File: src/rtl/jtcontra_gfx_romarb.sv
// jtcontra_gfx_romarb
// Shares one 007121 graphics-ROM SDRAM slot between the tilemap fetcher and
// the object fetcher. In active video the tilemap has priority, and a
// saturating wait counter forces a starved object request through. In
// horizontal blank the objects have priority.
//
// Build macro JTCONTRA_GFXARB_RR_EN: when defined, active-video arbitration
// alternates between tile and obj after every completed access instead of
// using tile priority with the wait counter. Blanking behaviour is the same.
module jtcontra_gfx_romarb #(
  parameter int AW           = 18,
  parameter int DW           = 16,
  parameter int OBJ_MAX_WAIT = 8
) (
  input  logic          rst,
  input  logic          clk,
  input  logic          LHBL,
  input  logic          tile_cs,
  input  logic [AW-1:0] tile_addr,
  output logic          tile_ok,
  output logic [DW-1:0] tile_data,
  input  logic          obj_cs,
  input  logic [AW-1:0] obj_addr,
  output logic          obj_ok,
  output logic [DW-1:0] obj_data,
  output logic          rom_cs,
  output logic [AW-1:0] rom_addr,
  input  logic          rom_ok,
  input  logic [DW-1:0] rom_data,
  output logic          grant_obj
);

  typedef enum logic [1:0] {
    IDLE    = 2'd0,
    SERVE   = 2'd1,
    RELEASE = 2'd2
  } state_t;

  state_t        state_r;
  state_t        state_s;

  // Address each requester was last served at; its ok holds while it matches
  logic [AW-1:0] tile_lat_r;
  logic [AW-1:0] tile_lat_s;
  logic [AW-1:0] obj_lat_r;
  logic [AW-1:0] obj_lat_s;

  logic          rom_cs_s;
  logic [AW-1:0] rom_addr_s;
  logic          grant_obj_s;
  logic          tile_ok_s;
  logic          obj_ok_s;
  logic [DW-1:0] tile_data_s;
  logic [DW-1:0] obj_data_s;

  logic          tile_pend_s;
  logic          obj_pend_s;
  logic          obj_win_s;
  logic          owner_hold_s;

`ifdef JTCONTRA_GFXARB_RR_EN
  logic          rr_obj_r;
  logic          rr_obj_s;
`else
  localparam logic [3:0] WAIT_MAX = 4'(OBJ_MAX_WAIT);
  logic [3:0]    wait_cnt_r;
  logic [3:0]    wait_cnt_s;
`endif

  // Pending requests, the winner IDLE would pick, and whether the owner still holds its request
  always_comb begin
    tile_pend_s = tile_cs & ~tile_ok;
    obj_pend_s  = obj_cs & ~obj_ok;
    obj_win_s   = 1'b0;
    if (!LHBL || !tile_pend_s) begin
      // blanking favours obj; a lone requester always wins
      obj_win_s = obj_pend_s;
    end else if (!obj_pend_s) begin
      obj_win_s = 1'b0;
    end else begin
`ifdef JTCONTRA_GFXARB_RR_EN
      obj_win_s = rr_obj_r;
`else
      obj_win_s = (wait_cnt_r == WAIT_MAX);
`endif
    end
    if (grant_obj) begin
      owner_hold_s = obj_cs & (obj_addr == rom_addr);
    end else begin
      owner_hold_s = tile_cs & (tile_addr == rom_addr);
    end
  end

  // Next state and next values of all registered outputs
  always_comb begin
    state_s     = state_r;
    rom_cs_s    = 1'b0;
    rom_addr_s  = rom_addr;
    grant_obj_s = grant_obj;
    tile_data_s = tile_data;
    obj_data_s  = obj_data;
    tile_lat_s  = tile_lat_r;
    obj_lat_s   = obj_lat_r;
    // ok is a level: it survives only while cs and the served address persist
    tile_ok_s   = tile_ok & tile_cs & (tile_addr == tile_lat_r);
    obj_ok_s    = obj_ok & obj_cs & (obj_addr == obj_lat_r);
    case (state_r)
      IDLE: begin
        if (tile_pend_s || obj_pend_s) begin
          state_s     = SERVE;
          rom_cs_s    = 1'b1;
          grant_obj_s = obj_win_s;
          rom_addr_s  = obj_win_s ? obj_addr : tile_addr;
        end else begin
          state_s = IDLE;
        end
      end
      SERVE: begin
        if (!owner_hold_s) begin
          // owner went away or moved: abort, no data, no ok
          state_s = RELEASE;
        end else if (rom_ok) begin
          state_s = RELEASE;
          if (grant_obj) begin
            obj_data_s = rom_data;
            obj_ok_s   = 1'b1;
            obj_lat_s  = rom_addr;
          end else begin
            tile_data_s = rom_data;
            tile_ok_s   = 1'b1;
            tile_lat_s  = rom_addr;
          end
        end else begin
          rom_cs_s = 1'b1;
        end
      end
      RELEASE: begin
        // one cycle with rom_cs low so the slot sees a fresh request
        state_s = IDLE;
      end
      default: begin
        state_s = IDLE;
      end
    endcase
  end

`ifdef JTCONTRA_GFXARB_RR_EN
  // Round-robin preference flips to the other requester after each completed access
  always_comb begin
    rr_obj_s = rr_obj_r;
    if (state_r == SERVE && owner_hold_s && rom_ok) begin
      rr_obj_s = ~grant_obj;
    end else begin
      rr_obj_s = rr_obj_r;
    end
  end
`else
  // Object starvation counter: counts refused active-video cycles, saturating
  always_comb begin
    wait_cnt_s = wait_cnt_r;
    if (!obj_cs) begin
      wait_cnt_s = 4'd0;
    end else if (state_r == IDLE && obj_win_s) begin
      wait_cnt_s = 4'd0;
    end else if (LHBL && obj_pend_s && !(state_r == SERVE && grant_obj)
                 && wait_cnt_r != WAIT_MAX) begin
      wait_cnt_s = wait_cnt_r + 4'd1;
    end else begin
      wait_cnt_s = wait_cnt_r;
    end
  end
`endif

  // State register and registered outputs
  always_ff @(posedge clk or posedge rst) begin
    if (rst) begin
      state_r    <= IDLE;
      rom_cs     <= 1'b0;
      rom_addr   <= '0;
      grant_obj  <= 1'b0;
      tile_ok    <= 1'b0;
      obj_ok     <= 1'b0;
      tile_data  <= '0;
      obj_data   <= '0;
      tile_lat_r <= '0;
      obj_lat_r  <= '0;
    end else begin
      state_r    <= state_s;
      rom_cs     <= rom_cs_s;
      rom_addr   <= rom_addr_s;
      grant_obj  <= grant_obj_s;
      tile_ok    <= tile_ok_s;
      obj_ok     <= obj_ok_s;
      tile_data  <= tile_data_s;
      obj_data   <= obj_data_s;
      tile_lat_r <= tile_lat_s;
      obj_lat_r  <= obj_lat_s;
    end
  end

`ifdef JTCONTRA_GFXARB_RR_EN
  // Round-robin preference register
  always_ff @(posedge clk or posedge rst) begin
    if (rst) begin
      rr_obj_r <= 1'b0;
    end else begin
      rr_obj_r <= rr_obj_s;
    end
  end
`else
  // Starvation counter register
  always_ff @(posedge clk or posedge rst) begin
    if (rst) begin
      wait_cnt_r <= 4'd0;
    end else begin
      wait_cnt_r <= wait_cnt_s;
    end
  end
`endif

endmodule

File: config.mk
export PLATFORM = sky130hd
export DESIGN_NAME = jtcontra_gfx_romarb
export DESIGN_NICKNAME = d
export VERILOG_FILES = /design/src/rtl/jtcontra_gfx_romarb.sv
export SDC_FILE = /design/constraint.sdc
export NUM_CORES = 1
export LEC_CHECK = 0
export CELL_PAD_IN_SITES_DETAIL_PLACEMENT = 0
export CELL_PAD_IN_SITES_GLOBAL_PLACEMENT = 1
export CORE_ASPECT_RATIO = 0.75
export CORE_MARGIN = 2
export CORE_UTILIZATION = 36
export DETAILED_ROUTE_END_ITERATION = 8
export PLACE_DENSITY_LB_ADDON = 0.1
export SYNTH_ARGS = -nofsm -noshare
export SYNTH_HDL_FRONTEND = slang
export SYNTH_SLANG_ARGS = --single-unit
File: constraint.sdc
create_clock -name clk -period 2.9 [get_ports clk]
set_input_delay 0.435 -clock clk [delete_from_list [all_inputs] [get_ports clk]]
set_output_delay 0.435 -clock clk [all_outputs]
set_load 0.005 [all_outputs]
==> results of run 1 <==
[routing by layer]
| metal | global-route usage | up-vias |
|---|---|---|
| li1 | - | 1621 |
| met1 | 0.275 | 1692 |
| met2 | 0.284 | 79 |
| met3 | 0.0413 | 5 |
| met4 | 0.0353 | 0 |
| met5 | 0 | - |
[worst reg2reg max path, stage by stage (launching register included)]
cell and delay (ps):
dfrtp_1 450, xor2_1 220, or4_1 530, nor4_2 340
a21oi_2 140, nor3_4 280, buf_12 220, mux2_2 360
[flip-flops by register name, summed over array words and instances (netlist names)]
name        flops
obj_lat_r      18
rom_addr       18
tile_lat_r     18
obj_data       16
tile_data      16
wait_cnt_r      4
state_r         2
grant_obj       1
obj_ok          1
rom_cs          1
tile_ok         1
[power by group through the flow]
stage	clock network [mW]	registers, mW	logic, mW
global placement	0	1.71	1.39
CTS	1.41	1.69	1.40
finish	1.37	1.69	1.39
detailed placement	0	1.71	1.39
floorplan	0	1.73	0.553
global route	1.47	1.71	1.52
[per-stage QoR]
stage	hold WS [ps]	setup TNS (ps)	utilization	total power, mW	setup slack, ps
6_report	446	0	0.515	4.45	172
3_5_place_dp	474	-7600	0.488	3.11	-178
4_1_cts	450	0	0.515	4.51	181
5_1_grt	471	0	0.515	4.71	50.4
3_3_place_gp	485	-5290	0.488	3.10	-130
2_1_floorplan	479	0	-	2.28	373
[placed cells by master, fill, tap and decap left out, types with 10 or more instances in the layout]
master             n
buf_4             30
mux2_2            64
nand2_1           28
o21ai_0           18
xor2_1            39
mux2i_1           18
dfrtp_1           96
nand4_1           10
clkdlybuf4s50_1  111
xnor2_1           36
[final cells by class]
type | instances | area, um2
fill | 1153 | 6240
sequential | 96 | 2400
multi-input combinational | 271 | 2220
timing repair buffer | 146 | 1440
clock buffer | 9 | 225
tap | 171 | 214
clock inverter | 7 | 124
inverter | 3 | 15.0
[final timing paths]
check | to | slack [ps] | cells past startpoint
worst max register to register | obj_data[2] | 270 | 7
min in group clk | obj_data[0] | 500 | 1
worst max-delay path | obj_data[2] | 170 | 8
worst min-delay path | tile_data[14] | 450 | 2
max in group asynchronous | obj_lat_r[10] | 1840 | 3
worst min register to register | obj_data[0] | 500 | 1
[cell families after synthesis]
| kind of cell | share of synthesized area |
|---|---|
| compound gates | 0.0287 |
| flops | 0.510 |
| xor+xnor | 0.139 |
| fa+ha+maj | 0.00531 |
| mux | 0.201 |
| buf+inv | 0.0199 |
| simple gates | 0.0956 |
==> results.md, run 1 <==
* Outcome: finished clean
* Cell-internal power at 3.07 mW
* Critical-path top delay cell: or4_1
* Critical-path maximum fanout at 22
* Hold Crit Class: in2async
* Switching power at 1.38 mW
* Synth warnings at 0
* Top cells by area, synth: dfrtp_1, mux2_2, xor2_1, xnor2_1, mux2i_1
* Synthesized area per cell at 12.3 um2
* Number of DRC markers after the initial detailed-route iteration at 155
* Via count at 3397
* Hold Fails Final Rpt at 0
* CTS hold repair buffers at 0
* CTS H-tree lvls at 3
* Resize count post-CTS at 0
* Routed wl met2 at 5580 um
* Fraction of power consumed by the clock network at 0.309
* Routed length on met1 at 6210 um
* Area growth from synthesis to layout at 41.0%
* Class of the most critical setup path: in2reg
* Sw Share at 0.311
* Net count of the mapped netlist at 443
* Final period utilization at 0.941
* Number of global-route vias before repair at 3482
* Maximum number of pins on one net before global-route repair at 51
* Post-CTS Setup Repair Bufs at 0
* Combined area of all synthesized cells at 4710 um2
* Chip Height at 103 um
* Synth cell count leaders: dfrtp_1, mux2_2, xor2_1, xnor2_1, nand2_1
* Critical Path AT at 2950 ps
* First-pass GRT wire length at 19500 um
* DIE AREA at 14000 um2
* Critical Path Source Type: input pin
* Max stage delay on crit path at 550 ps
* Unique cell type count in the Yosys netlist at 34
* Highest attainable clock frequency at 367 MHz
* Clock tree from TritonCTS: yes
* Start of the worst register-to-register path: rom_addr[6]
* Detailed route wirelength on metal3 at 674 um
* Buf/Inv on CP at 2
* Count of state elements after synthesis at 96
* Via density at 4.83
* Share of total power in sequential cells at 0.379
* GP Congestion at 0.803
* Post-Synthesis Cells at 383
* Data required time of the critical path at 3120 ps
* Mean routed wirelength per cell at 17.8 um
* DRC violations left at 0
* Total Wirelength at 12500 um
* Comb pwr share at 0.312
* Cells traversed along the worst timing path: clkdlybuf4s50_1 -> xor2_1 -> or4_1 -> nor4_2 -> a21oi_2 -> nor3_4 -> buf_12 -> mux2_2
* Maximum resistive drop on vdd at 0.000342 V
* Number of I/O pins at 112
* Setup violations, final at 0
* Maximum capacitance violations at 0
* Post-synthesis sequential area ratio at 0.510
* Clock latency reported for the late side of the worst-skew pair at 340 ps
* Top FF cell, synth: dfrtp_1
* Total number of clock tree sinks at 96
* Highest metal layer with signal wires: met4
* RSZ-0062 raised after global routing: false
* Total routing resource utilization after global routing at 0.187
* Number of antenna cells inserted at 0
* Cell type with the highest aggregate area in the netlist: dfrtp_1
* Number of detailed-route iterations in the first pass at 4
* Effective utilization at floorplan at 0.366
* Measured slew at the worst slew-check pin at 494 ps
* Area share of the largest cell type after synthesis at 0.510
* CTS Root Cell: clkbuf_16
* Critical path's top delay family: simple AND/OR/NAND/NOR gates
* Worst slew margin relative to its limit at 0.671
* Pwr Density at 670 nW/um2
* Area of the core at 12900 um2
* Fraction of layout instances using a drive strength above 1 at 0.229
* Non-filler cells in the finished layout at 703
* Standard cell area after detailed placement at 6290 um2
* Port bufs at 111
* Dominant cell by count in the synthesized netlist: dfrtp_1
* Fraction of synthesis flops using an asynchronous set or reset pin at 1.00
* DPL Wire Length at 9490 um
* Number of nets in the finished design at 587
* Min Clock Period, post-route at 2730 ps
* Lkg Pwr at 3.01 nW
* Origin of the worst setup path: tile_addr[17]
* Initial antenna violation count at 0
* Finished layout cell area at 6640 um2
* Clock buffers created by TritonCTS at 9
* Sort of element at the end of the critical path: register
* Floorplan die width at 136 um
* Number of flops mapped to enable cells by yosys at 0
* Leftover overflow at the end of global routing at 0
* Largest clock skew in the final design at 9.26 ps
* Number of pins with negative max-slew slack in the final report at 0
* Clock transition at path regs at 70 ps
* Final ANT Viol Nets at 0
* Dpl cells at 687
* Clock tree buffer depth at 2
* Placement Rows at 36
Note: power is estimated with default switching activity, not from simulation.
==> run 2: changes to the inputs <==
ABC_CLOCK_PERIOD_IN_PS = 2900   (was not set)
CORE_MARGIN = not set   (was 2)
==> run 2 against run 1 <==
Effect of this change: cell area decreased by 0.96%; setup slack better by 56 ps; core utilization increased by 0.96 points; via count up 0.50%; global-route usage rose by 0.65 points; sequential cell count unchanged; combinational power is 9% lower; critical path depth did not move; worst hold slack improved by 53 ps; critical path type unchanged; largest power group unchanged; highest routed layer unchanged.
==> results.md, run 2 (synthesis gave the netlist of run 1 again) <==
* Worst slew margin relative to its limit at 0.539 (was 0.671)
* Sort of element at the end of the critical path: register (unchanged)
* CTS Root Cell: clkbuf_16 (unchanged)
* Number of detailed-route iterations in the first pass at 6 (was 4)
* Critical-path top delay cell: or4_1 (unchanged)
* Sw Share at 0.316 (was 0.311)
* Clock tree buffer depth at 2 (unchanged)
* Dpl cells at 679 (was 687)
* RSZ-0062 raised after global routing: false (unchanged)
* Maximum number of pins on one net before global-route repair at 32 (was 51)
* Number of nets in the finished design at 584 (was 587)
* Lkg Pwr at 2.97 nW (was 3.01 nW)
* Placement Rows at 35 (was 36)
* Chip Height at 101 um (was 103 um)
* Effective utilization at floorplan at 0.376 (was 0.366)
* Number of antenna cells inserted at 0 (unchanged)
* Leading cell type in the layout, fill and taps excluded: clkdlybuf4s50_1 (unchanged)
* Total Power at 4.26 mW (was 4.45 mW)
* Setup violations, final at 0 (unchanged)
* Hold Fails Final Rpt at 0 (unchanged)
* Floorplan die width at 134 um (was 136 um)
* Maximum capacitance violations at 0 (unchanged)
* WHS at 498 ps (was 446 ps)
* Via density at 4.91 (was 4.83)
* Via count at 3414 (was 3397)
* Comb pwr share at 0.295 (was 0.312)
* Final period utilization at 0.921 (was 0.941)
* Mean routed wirelength per cell at 17.5 um (was 17.8 um)
* Hold Crit Class: reg2reg (was in2async)
* DPL Wire Length at 9280 um (was 9490 um)
* Measured slew at the worst slew-check pin at 691 ps (was 494 ps)
* Number of DRC markers after the initial detailed-route iteration at 171 (was 155)
* Total Wirelength at 12100 um (was 12500 um)
* Number of I/O pins at 112 (unchanged)
* Clock tree from TritonCTS: yes (unchanged)
* Standard cell area after detailed placement at 6260 um2 (was 6290 um2)
* GP Congestion at 0.823 (was 0.803)
* Clock latency reported for the late side of the worst-skew pair at 340 ps (about the same)
* Port bufs at 111 (unchanged)
* Cell-internal power at 2.91 mW (was 3.07 mW)
* Most frequent cells in the layout: clkdlybuf4s50_1, dfrtp_1, mux2_2 (unchanged)
* Register cell area after layout at 2400 um2 (unchanged)
* Number of filler cells placed in the layout at 1127 (was 1153)
* First-pass GRT wire length at 19400 um (was 19500 um)
* Switching power at 1.35 mW (was 1.38 mW)
* Share of total power in sequential cells at 0.409 (was 0.379)
* Critical-path maximum fanout at 26 (was 22)
* Largest clock skew in the final design at 5.70 ps (was 9.26 ps)
* Finished layout cell area at 6580 um2 (was 6640 um2)
* Critical Path Source Type: input pin (unchanged)
* Area growth from synthesis to layout at 39.6% (was 41.0%)
* Number of pins with negative max-slew slack in the final report at 0 (unchanged)
* Fraction of power consumed by the clock network at 0.296 (was 0.309)
* Outcome: finished clean (unchanged)
* Initial antenna violation count at 0 (unchanged)
* Max stage delay on crit path at 540 ps (was 550 ps)
* Number of global-route vias before repair at 3521 (was 3482)
* Clock transition at path regs at 60 ps (was 70 ps)
* Min Clock Period, post-route at 2670 ps (was 2730 ps)
* Area taken by multi-input logic gates at 2220 um2 (unchanged)
* Largest registers: obj_lat_r x18, rom_addr x18, tile_lat_r x18 (unchanged)
* DIE AREA at 13500 um2 (was 14000 um2)
* Pwr Density at 647 nW/um2 (was 670 nW/um2)
* Fraction of layout instances using a drive strength above 1 at 0.221 (was 0.229)
* Highest attainable clock frequency at 374 MHz (was 367 MHz)
* Clock buffers created by TritonCTS at 9 (unchanged)
* Total number of clock tree sinks at 96 (unchanged)
* Class of the most critical setup path: in2reg (unchanged)
* DRC violations left at 0 (unchanged)
* Data required time of the critical path at 3120 ps (about the same)
* CTS hold repair buffers at 0 (unchanged)
* Post-CTS Setup Repair Bufs at 0 (unchanged)
* Cells traversed along the worst timing path: clkdlybuf4s50_1 -> xor2_1 -> or4_1 -> nor4_2 -> a21oi_2 -> nor3_4 -> buf_12 -> mux2_2 (unchanged)
* Maximum resistive drop on vdd at 0.000329 V (was 0.000342 V)
* Critical Path AT at 2900 ps (was 2950 ps)
* CTS H-tree lvls at 3 (unchanged)
* Total routing resource utilization after global routing at 0.193 (was 0.187)
* Area of the core at 12500 um2 (was 12900 um2)
* Non-filler cells in the finished layout at 695 (was 703)
* Resize count post-CTS at 0 (unchanged)
* Final ANT Viol Nets at 0 (unchanged)
* Leftover overflow at the end of global routing at 0 (unchanged)
-- run 2: changes by cell type in the layout (fill, tap and decap cells not counted) --
cell | before | now
clkbuf_1 | 0 | 2
bufinv_16 | 3 | 2
inv_6 | 3 | 0
buf_4 | 30 | 27
clkinv_2 | 0 | 1
clkinv_4 | 0 | 1
-- run 2: power groups by stage --
stage | sequential, mW | clock [mW] | combinational (mW)
final | 1.74 | 1.26 | 1.26
after global routing | 1.77 | 1.36 | 1.39
after CTS | 1.74 | 1.30 | 1.27
after detailed placement | 1.76 | 0 | 1.26
after global placement | 1.76 | 0 | 1.26
after floorplan | 1.73 | 0 | 0.553
-- run 2: final timing paths --
path,from,to,slack [ps],depth (start not counted)
max in group asynchronous,rst,rom_addr[5],1660,3
worst max-delay path,tile_addr[17],obj_data[2],230,8
worst max register to register,rom_addr[6],obj_data[2],290,7
worst min register to register,obj_data[0],obj_data[0],500,1
min in group asynchronous,rst,tile_data[4],540,2
worst min-delay path,obj_data[0],obj_data[0],500,1
-- run 2: final cells by class --
cell class | instances | share of cell area
multi-input cells | 271 | 0.338
inverters | 3 | 0.00228
well taps | 166 | 0.0316
clock buffers | 11 | 0.0354
flip-flops and latches | 96 | 0.365
repair buffers | 143 | 0.215
clock inverters | 5 | 0.0124
-- run 2: per-stage QoR --
step,utilization,setup TNS [ps],setup WS (ps)
6_report,0.525,0,229
5_1_grt,0.525,0,43.9
4_1_cts,0.525,0,221
3_5_place_dp,0.500,-6390,-146
3_3_place_gp,0.500,-6000,-119
2_1_floorplan,-,0,373
-- run 2: worst max-delay path, delay by kind of cell --
kind | cells | cell delay [ps]
xor gates and xnor gates | 1 | 190
buffers and inverters | 2 | 680
AOI/OAI and AO/OA | 1 | 130
muxes | 1 | 360
and+or+nand+nor | 3 | 1090
-- run 2: metal layers --
metal	track usage	wire (um)	up-vias
li1	-	-	1623
met1	0.288	6090	1688
met2	0.276	5060	91
met3	0.0463	817	12
met4	0.0536	160	0
met5	0	0	-
